[config.mk]
export PLATFORM = sky130hd
export DESIGN_NAME = vid_stream_pkr
export DESIGN_NICKNAME = d
export VERILOG_FILES = /design/src/rtl/vid_stream_pkr_pkg.sv /design/src/rtl/vid_stream_pkr_sfifo.sv /design/src/rtl/vid_stream_pkr.sv
export SDC_FILE = /design/constraint.sdc
export NUM_CORES = 1
export LEC_CHECK = 0
export BUFFER_PORTS_ARGS = -buffer_cell sky130_fd_sc_hd__buf_2
export CORE_MARGIN = 2
export CORE_UTILIZATION = 50
export CTS_BUF_LIST = sky130_fd_sc_hd__clkbuf_16
export DETAILED_ROUTE_END_ITERATION = 6
export HOLD_SLACK_MARGIN = 0.1
export PLACE_DENSITY = 0.66
export SLEW_MARGIN = 20
export SYNTH_ARGS = -nofsm -noshare
export SYNTH_HDL_FRONTEND = slang
export SYNTH_SLANG_ARGS = --single-unit
[constraint.sdc]
create_clock -name clk -period 11.5 [get_ports clk]
set_clock_uncertainty 0.2 [all_clocks]
set_input_delay 1.15 -clock clk [delete_from_list [all_inputs] [get_ports clk]]
set_output_delay 1.15 -clock clk [all_outputs]
set_load 0.05 [all_outputs]
[src/rtl/vid_stream_pkr_pkg.sv]
// Shared types and constants for the video stream packer.
package vid_stream_pkr_pkg;

   typedef enum logic [1:0] {
      WAIT_VS  = 2'd0,
      WAIT_SOF = 2'd1,
      ACTIVE   = 2'd2
   } vidState_t;

   // FIFO entry is {tuser, tlast, pixel}; flag offsets are relative to the pixel MSB+1
   localparam int unsigned TLAST_OFS = 0;
   localparam int unsigned TUSER_OFS = 1;
   localparam int unsigned FLAG_W    = 2;

   function automatic logic [15:0] satInc16(input logic [15:0] v);
      return (v == 16'hFFFF) ? v : v + 16'd1;
   endfunction

endpackage

[src/rtl/vid_stream_pkr_sfifo.sv]
// Synchronous FIFO with registered first-word-fall-through read data and registered flags.
module vid_stream_pkr_sfifo #(
   parameter int unsigned WIDTH = 26,
   parameter int unsigned AW    = 4
) (
   input  logic             clk,
   input  logic             rst,
   input  logic             push,
   input  logic [WIDTH-1:0] wrData,
   input  logic             pop,
   output logic [WIDTH-1:0] rdData,
   output logic             valid,
   output logic             full
);

   localparam int unsigned DEPTH = 2**AW;

   logic [WIDTH-1:0] mem [DEPTH];
   logic [AW-1:0]    wrPtr, rdPtr;
   logic [AW:0]      count, countNxt;
   logic             pushOk, popOk;

   assign popOk    = pop & valid;
   assign pushOk   = push & (~full | popOk);
   assign countNxt = count + (AW+1)'(pushOk) - (AW+1)'(popOk);

   always_ff @(posedge clk) begin
      if (pushOk) mem[wrPtr] <= wrData;
   end

   // rdData always shadows the head entry so the output is a plain register
   always_ff @(posedge clk) begin
      if (rst) begin
         wrPtr  <= '0;
         rdPtr  <= '0;
         count  <= '0;
         valid  <= 1'b0;
         full   <= 1'b0;
         rdData <= '0;
      end else begin
         if (pushOk) wrPtr <= wrPtr + AW'(1);
         if (popOk)  rdPtr <= rdPtr + AW'(1);
         count <= countNxt;
         valid <= (countNxt != '0);
         full  <= (countNxt == (AW+1)'(DEPTH));
         if (popOk) begin
            if (count >= (AW+1)'(2)) rdData <= mem[rdPtr + AW'(1)];
            else if (pushOk)         rdData <= wrData;
         end else if (~valid & pushOk) begin
            rdData <= wrData;
         end
      end
   end

endmodule

[src/rtl/vid_stream_pkr.sv]
// Packs raw video timing into a ready/valid pixel stream with SOF/EOL flags and status counters.
module vid_stream_pkr
   import vid_stream_pkr_pkg::*;
#(
   parameter int unsigned PW      = 8,
   parameter int unsigned FIFO_AW = 4,
   parameter int unsigned CNT_W   = 12
) (
   input  logic              clk,
   input  logic              rst,
   input  logic              hs,
   input  logic              vs,
   input  logic              vld,
   input  logic [3*PW-1:0]   rgb,
   output logic [3*PW-1:0]   m_tdata,
   output logic              m_tvalid,
   input  logic              m_tready,
   output logic              m_tuser,
   output logic              m_tlast,
   output logic [CNT_W-1:0]  act_width,
   output logic [CNT_W-1:0]  act_height,
   output logic [15:0]       frame_cnt,
   input  logic              ovf_clr,
   output logic              ovf_sticky,
   output logic [15:0]       drop_cnt
);

   localparam int unsigned PIX_W = 3*PW;
   localparam int unsigned ENT_W = PIX_W + FLAG_W;

   vidState_t        state, stateNxt;
   logic             vsD, vldD, vsRise, vldFall;
   logic             holdValid, holdSof;
   logic [PIX_W-1:0] holdPix;
   logic [CNT_W-1:0] pixCnt, lineCnt;
   logic             accept, sofTag, frameDone;
   logic             eol, flush, push, pop, drop, fifoFull;
   logic [ENT_W-1:0] pushData, popData;
   logic             unusedHs;

   // hs carries no framing information for this block
   assign unusedHs = hs;

   assign vsRise  = vs & ~vsD;
   assign vldFall = ~vld & vldD;
   assign eol     = vldFall & holdValid;
   assign flush   = accept & holdValid;
   assign push    = eol | flush;
   assign pop     = m_tvalid & m_tready;
   assign drop    = push & fifoFull & ~pop;

   always_ff @(posedge clk) begin
      if (rst) state <= WAIT_VS;
      else     state <= stateNxt;
   end

   // A vs edge coinciding with a valid pixel makes that pixel the SOF of the new frame
   always_comb begin
      stateNxt  = state;
      accept    = 1'b0;
      sofTag    = 1'b0;
      frameDone = 1'b0;
      unique case (state)
         WAIT_VS: begin
            if (vsRise) begin
               stateNxt = WAIT_SOF;
               if (vld) begin
                  accept   = 1'b1;
                  sofTag   = 1'b1;
                  stateNxt = ACTIVE;
               end
            end
         end
         WAIT_SOF: begin
            if (vld) begin
               accept   = 1'b1;
               sofTag   = 1'b1;
               stateNxt = ACTIVE;
            end
         end
         ACTIVE: begin
            if (vsRise) begin
               frameDone = 1'b1;
               stateNxt  = WAIT_SOF;
            end
            if (vld) begin
               accept   = 1'b1;
               sofTag   = vsRise;
               stateNxt = ACTIVE;
            end
         end
         default: stateNxt = WAIT_VS;
      endcase
   end

   always_comb begin
      pushData                       = '0;
      pushData[PIX_W-1:0]            = holdPix;
      pushData[PIX_W + TLAST_OFS]    = eol;
      pushData[PIX_W + TUSER_OFS]    = holdSof;
   end

   // Hold register delays each pixel one beat so tlast is known when it is written
   always_ff @(posedge clk) begin
      if (rst) begin
         vsD        <= 1'b0;
         vldD       <= 1'b0;
         holdValid  <= 1'b0;
         holdSof    <= 1'b0;
         holdPix    <= '0;
         pixCnt     <= '0;
         lineCnt    <= '0;
         act_width  <= '0;
         act_height <= '0;
         frame_cnt  <= '0;
         ovf_sticky <= 1'b0;
         drop_cnt   <= '0;
      end else begin
         vsD  <= vs;
         vldD <= vld;

         if (accept) begin
            holdValid <= 1'b1;
            holdSof   <= sofTag;
            holdPix   <= rgb;
         end else if (eol) begin
            holdValid <= 1'b0;
         end

         if (eol) begin
            act_width <= pixCnt;
            pixCnt    <= '0;
         end else if (accept) begin
            pixCnt <= (vsRise ? '0 : pixCnt) + CNT_W'(1);
         end else if (vsRise) begin
            pixCnt <= '0;
         end

         if (vsRise)   lineCnt <= '0;
         else if (eol) lineCnt <= lineCnt + CNT_W'(1);

         // A line ending on the same cycle as vs still counts toward this frame
         if (frameDone) begin
            act_height <= lineCnt + CNT_W'(eol);
            frame_cnt  <= frame_cnt + 16'd1;
         end

         if (drop) begin
            ovf_sticky <= 1'b1;
            drop_cnt   <= ovf_clr ? 16'd1 : satInc16(drop_cnt);
         end else if (ovf_clr) begin
            ovf_sticky <= 1'b0;
            drop_cnt   <= '0;
         end
      end
   end

   vid_stream_pkr_sfifo #(
      .WIDTH (ENT_W),
      .AW    (FIFO_AW)
   ) uFifo (
      .clk    (clk),
      .rst    (rst),
      .push   (push),
      .wrData (pushData),
      .pop    (pop),
      .rdData (popData),
      .valid  (m_tvalid),
      .full   (fifoFull)
   );

   assign m_tdata = popData[PIX_W-1:0];
   assign m_tlast = popData[PIX_W + TLAST_OFS];
   assign m_tuser = popData[PIX_W + TUSER_OFS];

endmodule

---- After elaboration in Yosys (flattened, before gate mapping) ----
Memory sizes are Yosys's and may differ from the RTL's.
Cells that the tools add are included.
word-level totals
  bits in writable memories ............... 416
  memories kept ........................... 1
  logic and storage cells ................. 96
  register bits after elaboration ......... 152
operators by class
  magnitude comparators ................... 1
  mux-type cells .......................... 29
  bitwise logic cells ..................... 17
  reductions and logical operators ........ 11
  equality and inequality tests ........... 9
  add/sub/neg operators ................... 9
memories
  memory     words  width  rd ports  clocked after Yosys merged registers in  wr ports  RTL line                    text
  uFifo.mem  16     26     1         0                                        1         vid_stream_pkr_sfifo.sv:18  logic [WIDTH-1:0] mem [DEPTH];
operator list
  kind                     number
  $mux W26                 4
  $mux W16                 4
  $add A16 B1 Y16 const B  2
  $add A12 B1 Y12 const B  2
  $mux W12                 2
  $eq A16 B16 Y1 const B   1
  $add A12 B1 Y12          1
  $mux W1                  11
  $and A1 B1 Y1            10
  $mux W2                  5
  $add A4 B1 Y4 const B    2
  $ne A2 B2 Y1 const B     3
  $pmux W2 S3              1
  $reduce_bool A2 Y1       3
  $reduce_or A2 Y1         3
  $add A5 B1 Y5            1
  $eq A5 B5 Y1 const B     1
  $ge A5 B2 Y1 const B     1
  $not A1 Y1               5
  $reduce_bool A5 Y1       1
  $sub A5 B1 Y5            1
  $reduce_and A2 Y1        2
  $ne A3 B2 Y1 const B     1
  $ne A3 B3 Y1 const B     1
  7 further kinds          8

---- Logic depth before layout (Yosys ltp) ----
  word-level depth ........................ 10
  mapped depth ............................ 15
  depth with buffers taken out ............ 14

---- Cells and area by module ----
From an unflattened synthesis, not the netlist that was laid out.
unflattened totals
  cells, all modules ...................... 1500
  area, all modules ....................... 22924.5 um2
modules (own cells, without submodules)
  module                seq. area each (um2)  area each (um2)  instances  cells each
  vid_stream_pkr_sfifo  13312.8               18129.9          1          920
  vid_stream_pkr        2222.1                4794.6           1          580

---- Worst setup path before layout ----
Ideal clock, no wire load.
  path type ............................... input port to flip-flop
  start point ............................. input port vs
  end point ............................... memory uFifo.mem[0][0] (enable)
  buffers on the path ..................... 1
  stages .................................. 7
  path slack .............................. 7.035 ns
  data arrival time ....................... 3.823 ns
  cells stage by stage .................... and3b_1 or3_1 buf_2 nand3_1 inv_1 nand2_1 nor3_1
between the ends
  cells in the longest elaborated chain, start to end .. 8
RTL lines
  element                        RTL line                    text
  start: declaration             vid_stream_pkr.sv:12        input logic vs,
  $and A1 B1 Y1                  vid_stream_pkr.sv:44        assign vsRise = vs & ~vsD;
  $mux W1                        vid_stream_pkr.sv:65        if (vsRise) begin
  $pmux W1 S2                    vid_stream_pkr.sv:63        unique case (state)
  $and A1 B1 Y1                  vid_stream_pkr.sv:47        assign flush = accept & holdValid;
  $or A1 B1 Y1                   vid_stream_pkr.sv:48        assign push = eol | flush;
  $and A1 B1 Y1                  vid_stream_pkr_sfifo.sv:24  assign pushOk = push & (~full | popOk);
  named net uFifo.pushOk         vid_stream_pkr_sfifo.sv:21  logic pushOk, popOk;
  $mux W1                        vid_stream_pkr_sfifo.sv:28  if (pushOk) mem[wrPtr] <= wrData;
  $mux W1 (not written as such)  vid_stream_pkr_sfifo.sv:28
  end: declaration               vid_stream_pkr_sfifo.sv:18
The timed path passes the listed nets, and every way through them passes these cells.

---- Worst setup path after layout ----
  start point ............................. register uFifo.rdPtr[0]
  end point ............................... register uFifo.rdData[25]
between the ends
  cells in the longest elaborated chain, start to end .. 4
RTL lines
  element                   RTL line                    text
  start: declaration        vid_stream_pkr_sfifo.sv:19  logic [AW-1:0] wrPtr, rdPtr;
  start signal: assignment  vid_stream_pkr_sfifo.sv:42  if (popOk) rdPtr <= rdPtr + AW'(1);
  $add A4 B1 Y4             vid_stream_pkr_sfifo.sv:47  if (count >= (AW+1)'(2)) rdData <= mem[rdPtr + AW'(1)];
  $mem_v2 Z16 W26           --
  $mux W26                  vid_stream_pkr_sfifo.sv:47
  $mux W26                  vid_stream_pkr_sfifo.sv:46  if (popOk) begin
  end signal: assignment    vid_stream_pkr_sfifo.sv:47
  end signal: assignment    vid_stream_pkr_sfifo.sv:48  else if (pushOk) rdData <= wrData;
  end signal: assignment    vid_stream_pkr_sfifo.sv:50  rdData <= wrData;
  end: declaration          vid_stream_pkr_sfifo.sv:11  output logic [WIDTH-1:0] rdData,
No other way between the ends.
A chain may end at the register's enable or synchronous reset.

==> results.yml <==
setup_path:
  max_stage_delay_ps: 650
  crit_type: "reg -> reg"
  r2r_cells: 9
  r2r_slack_ps: 7410
  reg2reg_from: "uFifo.rdPtr[0]"
  end_kind: "flop"
  reg2reg_to: "uFifo.rdData[25]"
  endpoint: "uFifo.rdData[25]"
  crit_cells: 9
  crit_family: "buffers and inverters"
  cp-start-kind: "flop"
  path_cells: "buf_4 > ha_1 > xor2_4 > buf_4 > buf_12 > mux4_2 > nand2b_1 > a32oi_1 > o21ai_0"
  startpoint: "uFifo.rdPtr[0]"
  path_max_fanout: 140
  crit_slowest_cell: "buf_4"
  crit_required_ps: 11760
  path_buf_inv: 3
  worstPathArrival_ps: 4350
  cp_common_cell: "buf_4"
route:
  wire_per_inst_um: 22.22
  drc: 0
  first_pass_iters: 5
  vias: 13750
  drtIter0Drc: 1052
  wirelength_um: 52540
  final_antenna_net_count: 0
  via_per_inst: 5.815
synth:
  ys_warn_count: 0
  synth-edff-count: 416
  synth_nets: 1676
  syn-cell-area_um2: 22560
  syn_area_per_cell_um2: 13.92
  synth_ff_type: "edfxtp_1"
  synth-seq-area-share_pct: 68.87
  yosysUniqueCellTypes: 60
  ys_ff_latch: 568
  synthArstFlopShare_pct: 0
  syn_inst: 1620
sta:
  setup-violations-final: 0
  hold_viol_final: 0
  slew_viol_final: 0
  slew_headroom_pct: 26.69
  rsz0062_at_grt: "false"
  timing.final.crit_share_pct: 35.59
  fmax_mhz: 244.3
  setup_tns_ps: 0
  worstMarginPinSlew_ps: 1100
  fin_crit_ps: 4093
power:
  power_leakage_nw: 8.449
  irDropWorstVdd_v: 0.0001260
  power_density_nw_per_um2: 186.6
  fin_total_pwr_mw: 4.791
global_routing:
  grt_pass1_vias: 13600
  grt_max_degree: 141
  grt_use_total_pct: 22.42
  overflow: 0
  antenna_found_initial: 2
  grt_pass1_wl_um: 80030
cts:
  cts_hold_buf: 0
  clkSinkCount: 568
  root_buffer: "clkbuf_16"
  clk_path_buf_depth: 3
  tritoncts: "yes"
  worst_skew_pair.late_latency_ps: 610
  cts-buffers-inserted: 57
  htreeDepth: 2
  cts-resized-gates: 0
  postCtsSetupBuffers: 0
  clk_pin_slew_ps: 60
placed_design:
  dp.cells: 2257
  dp_hpwl_um: 27810
  placed_cell_area_um2: 23810
  io_buffers: 113
  place_congestion: 0.7723
final_layout:
  drive_gt1_share_pct: 15.28
  final_cell_mix: "edfxtp_1 (416), nand2_1 (197), dfxtp_1 (152)"
  diodes: 0
  final_cells: 2365
  nFillCells: 3488
  syn_to_final_growth_pct: 13.83
  nets: 1781
  layout_commonest_cell: "edfxtp_1"
  fin_area_um2: 25680
  final_util_pct: 57.81
floorplanning:
  die_area_um2: 46830
  std_cell_rows: 77
  core_um2: 44410
  fp.dieH_um: 216.4
  io_pins: 115
  initial_utilization_pct: 50.79
  die_w_um: 216.4
min_path:
  hp-class: "reg -> reg"
  whs_path_depth: 2
flow_run:
  drv_cap: 0
status:
  status: "finished, final reports clean"
[sequential cells by signal, indices dropped and copies added (netlist names), 2 cells and up]
register / cells
uFifo.mem: 416
state: 2
lineCnt: 12
uFifo.count: 5
uFifo.rdPtr: 4
pixCnt: 12
uFifo.wrPtr: 4
drop_cnt: 16
act_height: 12
holdPix: 24
frame_cnt: 16
act_width: 12
uFifo.rdData: 26
[layer usage]
layer | up-vias | GRT usage, % | wire [um]
li1 | 6362 | - | -
met1 | 6811 | 32.01 | 23210
met2 | 484 | 35.31 | 23980
met3 | 94 | 3.523 | 3962
met4 | 2 | 7.443 | 1381
met5 | - | 0 | 12
[worst reg2reg max path, stage by stage (launching register included)]
cell	delay, ps
dfxtp_1	310
buf_4	370
ha_1	410
xor2_4	160
buf_4	650
buf_12	640
mux4_2	740
nand2b_1	170
a32oi_1	200
o21ai_0	120
[worst min-delay path by stage]
stage | from | end | slack (ps)
6_report | act_width[9] | act_width[9] | 250
5_1_grt | act_width[11] | act_width[11] | 280
4_1_cts | act_width[9] | act_width[9] | 260
3_5_place_dp | act_width[11] | act_width[11] | 250
3_3_place_gp | act_width[10] | act_width[10] | 240
2_1_floorplan | pixCnt[0] | act_width[0] | 240
[per-stage QoR]
step | setup slack, ps | hold WS [ps]
2_1_floorplan | 7035 | 240.7
3_3_place_gp | 7137 | 240.8
3_5_place_dp | 7047 | 245.9
4_1_cts | 7515 | 255.4
5_1_grt | 7376 | 277.1
6_report | 7407 | 254.5
[area by class of cell]
class	count	area, um^2	share of cell area [%]
clock inverter	48	367.9	1.433
clock buffer	59	1476	5.750
inverter	21	78.83	0.3070
timing repair buffer	144	833.3	3.245
multi-input combinational	933	6645	25.88
tap	592	740.7	2.885
sequential	568	15530	60.50
[cell families (layout without fill, tap and decap cells)]
group                    Yosys count  count (layout)  share of synthesized area, %
AO/OA/AOI/OAI                    273             273                         8.708
XOR/XNOR                          56              56                         2.174
adder cells (fa/ha/maj)           25              25                         1.420
buffers and inverters            119             272                         2.429
flip-flops                       568             568                         68.87
multiplexers                     151             151                         7.588
AND/OR/NAND/NOR                  428             428                         8.814
[synth_stat cells, drive strengths merged, types with 4 or more instances]
cell type | instances | area share [%]
inv | 21 | 0.35
edfxtp | 416 | 55
nor4b | 4 | 0.22
nor2b | 10 | 0.28
a22oi | 43 | 1.4
nor2 | 85 | 1.4
clkbuf | 47 | 0.79
nand3 | 26 | 0.58
buf | 51 | 1.3
dfxtp | 152 | 13
and2 | 9 | 0.25
mux2i | 135 | 6.0
or3 | 10 | 0.28
ha | 24 | 1.3
xor2 | 27 | 1.0
nor4 | 8 | 0.22
a211oi | 11 | 0.37
o31ai | 4 | 0.13
nand2 | 197 | 3.3
a32oi | 97 | 3.8
nand4 | 14 | 0.39
mux4 | 16 | 1.6
nor3 | 16 | 0.35
and4 | 4 | 0.16
o21ai | 35 | 0.78
nand2b | 24 | 0.67
a21oi | 61 | 1.4
or4 | 4 | 0.13
xnor2 | 29 | 1.1
and3 | 7 | 0.22
[power by group]
group / leakage, nW / total, mW / internal [mW] / switching (mW)
Combinational: 2.43 / 0.637 / 0.201 / 0.437
Clock: 0.961 / 1.81 / 1.06 / 0.757
Sequential: 5.05 / 2.34 / 2.27 / 0.0664
Total: 8.45 / 4.79 / 3.53 / 1.26
Note: power is estimated with default switching activity, not from simulation.
